--- src/rtl/multi_key_debouncer.sv ---
// Multi-channel key debouncer: 2-flop synchroniser, per-channel stability counter, press/release strobes.
// Optional auto-repeat strobes are built only when MULTI_KEY_DEBOUNCER_REPEAT_EN is defined.
module multi_key_debouncer #(
  parameter int CHANNELS       = 4,
  parameter int CLK_FREQ_MHZ   = 5,
  parameter int GLITCH_TIME_NS = 2000,
  parameter int ACTIVE_LOW     = 0,
  parameter int REPEAT_CYCLES  = 1000
) (
  input  logic                clk_i,
  input  logic                rst_ni,
  input  logic [CHANNELS-1:0] key_i,
  output logic [CHANNELS-1:0] key_state_o,
  output logic [CHANNELS-1:0] key_pressed_stb_o,
  output logic [CHANNELS-1:0] key_released_stb_o,
  output logic [CHANNELS-1:0] key_repeat_stb_o,
  output logic                any_pressed_stb_o
);

  localparam int STABLE_RAW    = (GLITCH_TIME_NS * CLK_FREQ_MHZ + 999) / 1000;
  localparam int STABLE_CYCLES = (STABLE_RAW < 1) ? 1 : STABLE_RAW;
  localparam int CNT_W         = $clog2(STABLE_CYCLES + 1);
  localparam logic [CNT_W-1:0]    CNT_LAST = CNT_W'(STABLE_CYCLES - 1);
  // Raw idle level of the pins; also the normalisation mask.
  localparam logic [CHANNELS-1:0] POL_MASK = (ACTIVE_LOW != 0) ? {CHANNELS{1'b1}} : {CHANNELS{1'b0}};

  if (CHANNELS < 1 || CHANNELS > 32 || REPEAT_CYCLES < 1) begin : g_param_check
    $error("multi_key_debouncer: CHANNELS must be 1..32 and REPEAT_CYCLES >= 1");
  end

  logic [CHANNELS-1:0] sync_p0, sync_p1;
  logic [CHANNELS-1:0] lvl_s;
  logic [CHANNELS-1:0] state_q, press_q, release_q;
  logic                any_q;
  logic [CHANNELS-1:0] toggle;
  logic [CNT_W-1:0]    cnt_q [CHANNELS];
  logic [CNT_W-1:0]    cnt_d [CHANNELS];

  // Stage p0/p1: metastability synchroniser
  always_ff @(posedge clk_i or negedge rst_ni) begin
    if (!rst_ni) begin
      sync_p0 <= POL_MASK;
      sync_p1 <= POL_MASK;
    end else begin
      sync_p0 <= key_i;
      sync_p1 <= sync_p0;
    end
  end

  assign lvl_s = sync_p1 ^ POL_MASK;

  always_comb begin
    toggle = '0;
    for (int ch = 0; ch < CHANNELS; ch++) begin
      cnt_d[ch] = '0;
      if (lvl_s[ch] != state_q[ch]) begin
        if (cnt_q[ch] == CNT_LAST) toggle[ch] = 1'b1;
        else                       cnt_d[ch] = cnt_q[ch] + CNT_W'(1);
      end
    end
  end

  // Stage p2: debounced state and edge strobes
  always_ff @(posedge clk_i or negedge rst_ni) begin
    if (!rst_ni) begin
      for (int ch = 0; ch < CHANNELS; ch++) cnt_q[ch] <= '0;
      state_q   <= '0;
      press_q   <= '0;
      release_q <= '0;
      any_q     <= 1'b0;
    end else begin
      for (int ch = 0; ch < CHANNELS; ch++) cnt_q[ch] <= cnt_d[ch];
      state_q   <= state_q ^ toggle;
      press_q   <= toggle & ~state_q;
      release_q <= toggle & state_q;
      any_q     <= |(toggle & ~state_q);
    end
  end

  assign key_state_o        = state_q;
  assign key_pressed_stb_o  = press_q;
  assign key_released_stb_o = release_q;
  assign any_pressed_stb_o  = any_q;

`ifdef MULTI_KEY_DEBOUNCER_REPEAT_EN
  localparam int REP_W = $clog2(REPEAT_CYCLES + 1);
  localparam logic [REP_W-1:0] REP_LAST = REP_W'(REPEAT_CYCLES - 1);

  logic [REP_W-1:0]    rep_cnt_q [CHANNELS];
  logic [CHANNELS-1:0] rep_q;

  // Counts only while held and stable, so the first pulse lands REPEAT_CYCLES after the press strobe.
  always_ff @(posedge clk_i or negedge rst_ni) begin
    if (!rst_ni) begin
      for (int ch = 0; ch < CHANNELS; ch++) rep_cnt_q[ch] <= '0;
      rep_q <= '0;
    end else begin
      for (int ch = 0; ch < CHANNELS; ch++) begin
        rep_q[ch] <= 1'b0;
        if (state_q[ch] && !toggle[ch]) begin
          if (rep_cnt_q[ch] == REP_LAST) begin
            rep_cnt_q[ch] <= '0;
            rep_q[ch]     <= 1'b1;
          end else begin
            rep_cnt_q[ch] <= rep_cnt_q[ch] + REP_W'(1);
          end
        end else begin
          rep_cnt_q[ch] <= '0;
        end
      end
    end
  end

  assign key_repeat_stb_o = rep_q;
`else
  assign key_repeat_stb_o = '0;
`endif

endmodule

--- config.mk ---
export PLATFORM = sky130hd
export DESIGN_NAME = multi_key_debouncer
export DESIGN_NICKNAME = d
export VERILOG_FILES = /design/src/rtl/multi_key_debouncer.sv
export SDC_FILE = /design/constraint.sdc
export NUM_CORES = 1
export LEC_CHECK = 0
export ABC_AREA = 1
export BUFFER_PORTS_ARGS = -buffer_cell sky130_fd_sc_hd__buf_2
export CAP_MARGIN = 20
export CORE_ASPECT_RATIO = 1.75
export CORE_MARGIN = 2
export CORE_UTILIZATION = 50
export DETAILED_ROUTE_END_ITERATION = 16
export MAX_ROUTING_LAYER = met4
export PLACE_DENSITY_LB_ADDON = 0.08
export SETUP_SLACK_MARGIN = 0.15
export SYNTH_ARGS = -nofsm -noshare
export SYNTH_HDL_FRONTEND = slang
export SYNTH_SLANG_ARGS = --single-unit
--- constraint.sdc ---
create_clock -name clk_i -period 1.12 [get_ports clk_i]
set_clock_uncertainty 0.1 [all_clocks]
set_input_delay 0.112 -clock clk_i [delete_from_list [all_inputs] [get_ports clk_i]]
set_output_delay 0.112 -clock clk_i [all_outputs]
set_load 0.01 [all_outputs]
# Yosys cells after proc, flatten, opt, wreduce, memory -nomap -nowiden
# Cells that the tools add are included.
[totals] output_inout_bits=17 regBits=37 ram_bits=0 latchBits=0 in_bits=6 mem_count=0 word_cells=43 mem_bits_ro=0
[op_classes] div=0 n_shift=0 n_mux=16 multipliers=0 eq_ne=8 bitwise_logic=4 add_sub_neg=4 n_lt_le_gt_ge=0 reduce_logical=1
[ops] operator="4-bit 2-to-1 mux" n=8
[ops] operator="4-bit by 1-bit adder with 4-bit output (second input constant)" n=4
[ops] operator="4-bit == test (second input constant)" n=4
[ops] operator="4-bit bitwise AND" n=2
[ops] operator="1-bit 2-to-1 mux" n=8
[ops] operator="1-bit inequality test" n=4
[ops] operator="4-bit NOT" n=1
[ops] operator="4-bit OR reduction" n=1
[ops] operator="4-bit XOR" n=1

# Depth between registers and ports, before layout
# Gate-level depths: netlist (run 1).
[logic_depth] word_depth=5 mapped_depth=6 ltp_nobuf=6

# Least setup slack after synthesis (run 1)
# OpenSTA, ideal clock, no wires.
[synth_timing] path_type="reg2reg" from="register cnt_q[12] in the netlist's numbering" to="register any_q (netlist: any_pressed_stb_o)" required_ns=0.903 setup_time_ns=0.117 path_slack_ns=0.001 stages_incl_launch_ff=6 path_buffers=0 period_less_slack_ns=1.119 t_arrival_ns=0.901 path_cell_list="dfrtp_1 -> ha_1 -> nand3_4 -> nor2_4 -> nor2_1 -> nand2_1"
[synth_via] elab_chain_cells=5
[synth_rtl] element="from (decl)" line_no="36" text="logic [CNT_W-1:0] cnt_q [CHANNELS];"
[synth_rtl] element="4-bit == test" line_no="57" text="if (cnt_q[ch] == CNT_LAST) toggle[ch] = 1'b1;"
[synth_rtl] element="1-bit 2-to-1 mux" line_no="57"
[synth_rtl] element="1-bit 2-to-1 mux" line_no="56" text="if (lvl_s[ch] != state_q[ch]) begin"
[synth_rtl] element="4-bit bitwise AND" line_no="76" text="any_q <= |(toggle & ~state_q);"
[synth_rtl] element="4-bit OR reduction" line_no="76"
[synth_rtl] element="to (signal assigned)" line_no="76"
[synth_rtl] element="to (decl)" line_no="34" text="logic any_q;"
# Every way passes these cells.

==> reports/results.ini, run 1 <==
[global_route]
grt_pass1_vias=1018
grt_pass1_wl_microns=4080
antenna_found_initial=0
grt_usage=0.170
overflow=0
grt_max_degree=38

[logic_synthesis]
yosysSeqAreaShare=0.593
synth.top_cells.by_area=dfrtp_1 59%, ha_1 6.4%, nor2_1 6.3%
ys_ff_latch=37
syn-cell-area_sq_um=1560
synthDistinctLibCells=18
ys_warn_count=0
synth_area_per_cell_sq_um=10.8
synth_largest_area_cell=dfrtp_1
yosysTopAreaCellShare=0.593
syn_inst=145

[power]
cellLeakagePower_nw=0.980
power_density_nw_per_um2=1410
vdd_ir_drop_max_uv=1300

[cts]
clock_path_buffers=2
clockRootBuffer=clkbuf_8
cts_tree=done
cts_inserted_buffers=5
clkTransAtPathRegs_ns=0.07
clock-sinks=37
clk_latency_ns=0.29
cts_max_level=2

[floorplan]
die_h_microns=77.9
initial_core_util=0.527
rows=26
core_sq_um=2960
io-pin-count=23
fp.dieW_microns=46.2
die_area_sq_um=3600

[critical_path]
end_kind=flip-flop
crit_arrival_ns=1.22
worstSetupStartpointType=flip-flop
path_cells=buf_4, ha_1, xnor2_1, nor2_1
critPathMaxStageDelay_ns=0.40
path_buf_inv=1
crit_fanout=2
cp_slowest_cell=dfrtp_1
criticalPathCategory=reg -> reg
cp_top_family=flip-flops
crit_required_ns=1.20

[run]
max-cap-violations=0

[timing]
timing.final.ws_setup_ns=-0.0172
period_share=1.02
hold_violations=0
max_freq_ghz=0.879
period_minus_slack_ns=1.14
setup_viol=7
hold_ws_ns=0.220
finalMaxSlewViolations=0
rsz0062_at_grt=true

[placed_design]
hpwl_microns=1720
gp_congestion=0.724
port-buffer-count=18

[final_layout]
final_cell_mix=36 x dfrtp_1, 19 x nand2_1, 19 x nor2_1, 18 x buf_2, 15 x inv_1
final_util=0.675
n_antenna_cell=0
area_delta_synth_final_pct=28.1
layout.nets=197
layout-drive-gt1-share=0.402
final_common_cell=dfrtp_1

[drt]
dr.pass1.iters=2
ant_nets=0
drt_iter0_drc=10
vias=1025
avgViaCountPerCell=4.54
routed_wl_microns=2410
drc=0
wl_per_cell_microns=10.7

[run_status]
violations=negative setup slack
status=complete, but fails checks

[hold_path]
hold_path_class=in -> async

==> what timing repair did <==
item / CTS / global route
endpoints found under the hold margin: 41 / 0
pin swaps: 4 / 7
endpoints found under the setup margin: 42 / 42
hold buffers: 5 / 0
buffers inserted: 5 / 3
resized for setup: 8 / 13
==> stage by stage <==
step,setup WS [ns],instance area [sq um],cells,total power [mW],TNS [ns]
floorplan,0.0614,1590,148,1.75,0
global placement,-0.00339,1720,205,1.82,-0.00339
detailed placement,-0.0270,1720,205,1.85,-0.152
CTS,-0.0283,1930,223,2.81,-0.166
global route,-0.0820,2000,226,2.98,-0.999
finish,-0.0172,2000,226,2.81,-0.0600
==> final timing paths <==
kind | startpoint | cells past startpoint | endpoint | slack [ns]
worst max-delay path | cnt_q[13] | 4 | cnt_q[14] | -0.02
worst min-delay path | rst_ni | 3 | key_released_stb_o[0] | 0.22
worst max register to register | cnt_q[13] | 4 | cnt_q[14] | -0.02
worst min register to register | sync_p0[3] | 0 | lvl_s[3] | 0.25
max in group asynchronous | rst_ni | 3 | cnt_q[8] | 0.50
min in group clk_i | sync_p0[3] | 0 | lvl_s[3] | 0.25
==> worst reg2reg max path: stages (launching register included) <==
cell and delay (ns):
dfrtp_1 0.40, buf_4 0.15, ha_1 0.18, xnor2_1 0.14, nor2_1 0.06
==> cell usage after synthesis <==
library cell  count
nand4_1           1
inv_2             4
nand3_2           1
o21bai_2          1
inv_1            16
buf_4             4
ha_1              8
nand2_1          21
dfrtp_1          37
nand3_1           4
nand2_2           4
nand3_4           4
conb_1            1
nor2_4            4
xnor2_1           4
nor2_1           26
nor2_2            1
o21ai_1           4
==> area by class of cell <==
class,count,area [sq um]
repair buffers,32,228
clock buffers,6,72.6
fillers,213,962
multi-input cells,87,633
well taps,42,52.6
clock inverters,2,10.0
flip-flops and latches,37,927
inverters,20,75.1
==> power by group <==
part	switching (mW)	internal, mW
combinational	0.227	0.212
clock	0.429	0.430
sequential	0.0848	1.43
==> cell families after synthesis <==
logic type,synth area share
compound gates,0.0200
xor+xnor,0.0225
fa+ha+maj,0.0642
buf+inv,0.0674
flops,0.593
other cells,0.00240
simple gates,0.230
==> per-layer routing <==
| layer | vias to the layer above | share of wire | GRT usage |
|---|---|---|---|
| met1 | 498 | 0.35 | 0.153 |
| li1 | 505 | - | - |
| met5 | - | 0 | - |
| met2 | 16 | 0.58 | 0.282 |
| met4 | 0 | 0.032 | 0.111 |
| met3 | 6 | 0.037 | 0.0558 |
No activity file was read; power rests on OpenSTA's default activity.
==> run 2: changes to the inputs <==
CORE_UTILIZATION = 36   (was 50)
HOLD_SLACK_MARGIN = 0.15   (was not set)
==> reports/results.ini, run 2 (same netlist as run 1, synthesis figures left out) <==
[drt]
wl_met1_microns=910
wl_per_cell_microns=10.8
top_layer_used=met4
avgViaCountPerCell=4.41
wl_met2_microns=1480
drc=0
routed_wl_microns=2550
dr.pass1.iters=4
ant_nets=0
wl_met3_microns=99
drt_iter0_drc=12
vias=1037

[floorplan]
die_area_sq_um=4900
rows=31
die_h_microns=91.1
core_sq_um=4150
initial_core_util=0.376
io-pin-count=23
fp.dieW_microns=53.8

[global_route]
grt_pass1_vias=1084
overflow=0
grt_pass1_wl_microns=4430
grt_usage=0.127
grt_max_degree=38
antenna_found_initial=0

[critical_path]
crit_required_ns=1.19
worstSetupStartpointType=flip-flop
end_kind=flip-flop
crit_fanout=3
criticalPathCategory=reg -> reg
crit_arrival_ns=1.23

[final_layout]
layout-drive-gt1-share=0.452
layout.nets=199
n_antenna_cell=0
regArea_sq_um=927
final_common_cell=dfrtp_1
final_cell_mix=36 x dfrtp_1, 17 x nand2_1, 15 x buf_2, 14 x inv_1, 14 x nor2_1
area_delta_synth_final_pct=35.3
nFillCells=377
multi_input_area_sq_um=673

[run_status]
status=complete, but fails checks
violations=negative setup slack

[placed_design]
gp_congestion=0.682
port-buffer-count=18
hpwl_microns=1800
post-place-ws_ns=-0.0700

[cts]
cts_inserted_buffers=5
clockRootBuffer=clkbuf_8
clock-sinks=37
clkTransAtPathRegs_ns=0.07
cts_tree=done
cts_max_level=2
clk_latency_ns=0.28
clock_path_buffers=2

[run]
max-cap-violations=0

[timing]
finalMaxSlewViolations=0
period_share=1.03
period_minus_slack_ns=1.16
timing.final.ws_setup_ns=-0.0359
hold_ws_ns=0.221
max_freq_ghz=0.865
rsz0062_at_grt=true
hold_violations=0
setup_viol=3

[power]
vdd_ir_drop_max_uv=949
cellLeakagePower_nw=1.01
power_density_nw_per_um2=1500

[hold_path]
hold_path_class=in -> async

run 2: cell types whose count changed in the layout (fill, tap and decap cells not counted), moves of 2 or more:
cell      change
nor2_2        +3
clkinv_2      -2
buf_6         +2
nand2_1       -2
buf_2         -3
nor2_1        -5
buf_4         +3
nor2_4        +2
run 2: area by class of cell:
type	count	share of cell area
Multi-Input combinational cell	87	0.319
Clock inverter	1	0.0142
Sequential cell	37	0.439
Inverter	20	0.0356
Tap cell	49	0.0290
Clock buffer	7	0.0409
Timing Repair Buffer	34	0.122
run 2: power by group:
part,internal [mW],switching [mW]
Combinational,0.246,0.243
Clock,0.726,0.442
Sequential,1.43,0.0856
run 2: timing repair:
| item | in CTS | in global routing |
|---|---|---|
| endpoints found under the setup margin | 42 | 42 |
| endpoints found under the hold margin | 41 | 0 |
| setup buffers | 4 | 4 |
| gates resized for setup | 13 | 22 |
| hold buffers | 5 | 0 |
| pin swaps | 5 | 9 |
run 2: final timing paths:
check | end | depth (start not counted) | start | slack [ns]
worst max register to register | cnt_q[14] | 4 | cnt_q[12] | -0.04
min in group clk_i | lvl_s[3] | 0 | sync_p0[3] | 0.25
max in group asynchronous | cnt_q[0] | 3 | rst_ni | 0.51
worst min-delay path | asynchronous set/reset pin | 3 | rst_ni | 0.22
worst max-delay path | cnt_q[14] | 4 | cnt_q[12] | -0.04
worst min register to register | lvl_s[3] | 0 | sync_p0[3] | 0.25
run 2: metrics by stage:
stage	power (mW)	instances	utilization	setup TNS (ns)	area [sq um]
5_1_grt	3.35	235	0.509	-0.680	2110
2_1_floorplan	1.75	148	-	0	1590
3_3_place_gp	1.85	214	0.421	-0.0618	1750
6_report	3.17	235	0.509	-0.0568	2110
3_5_place_dp	1.87	214	0.421	-0.132	1750
4_1_cts	3.15	231	0.482	-0.0361	2000
run 2: per-layer routing:
layer	up-vias	GRT usage
met3	7	0.0395
met1	505	0.117
met2	16	0.221
met4	0	0.0641
li1	509	-
met5	-	-
run 2: worst max-delay path: stages (launching register included):
cell and delay (ns):
dfrtp_1 0.42, buf_4 0.15, ha_2 0.17, xnor2_1 0.15, nor2_1 0.05
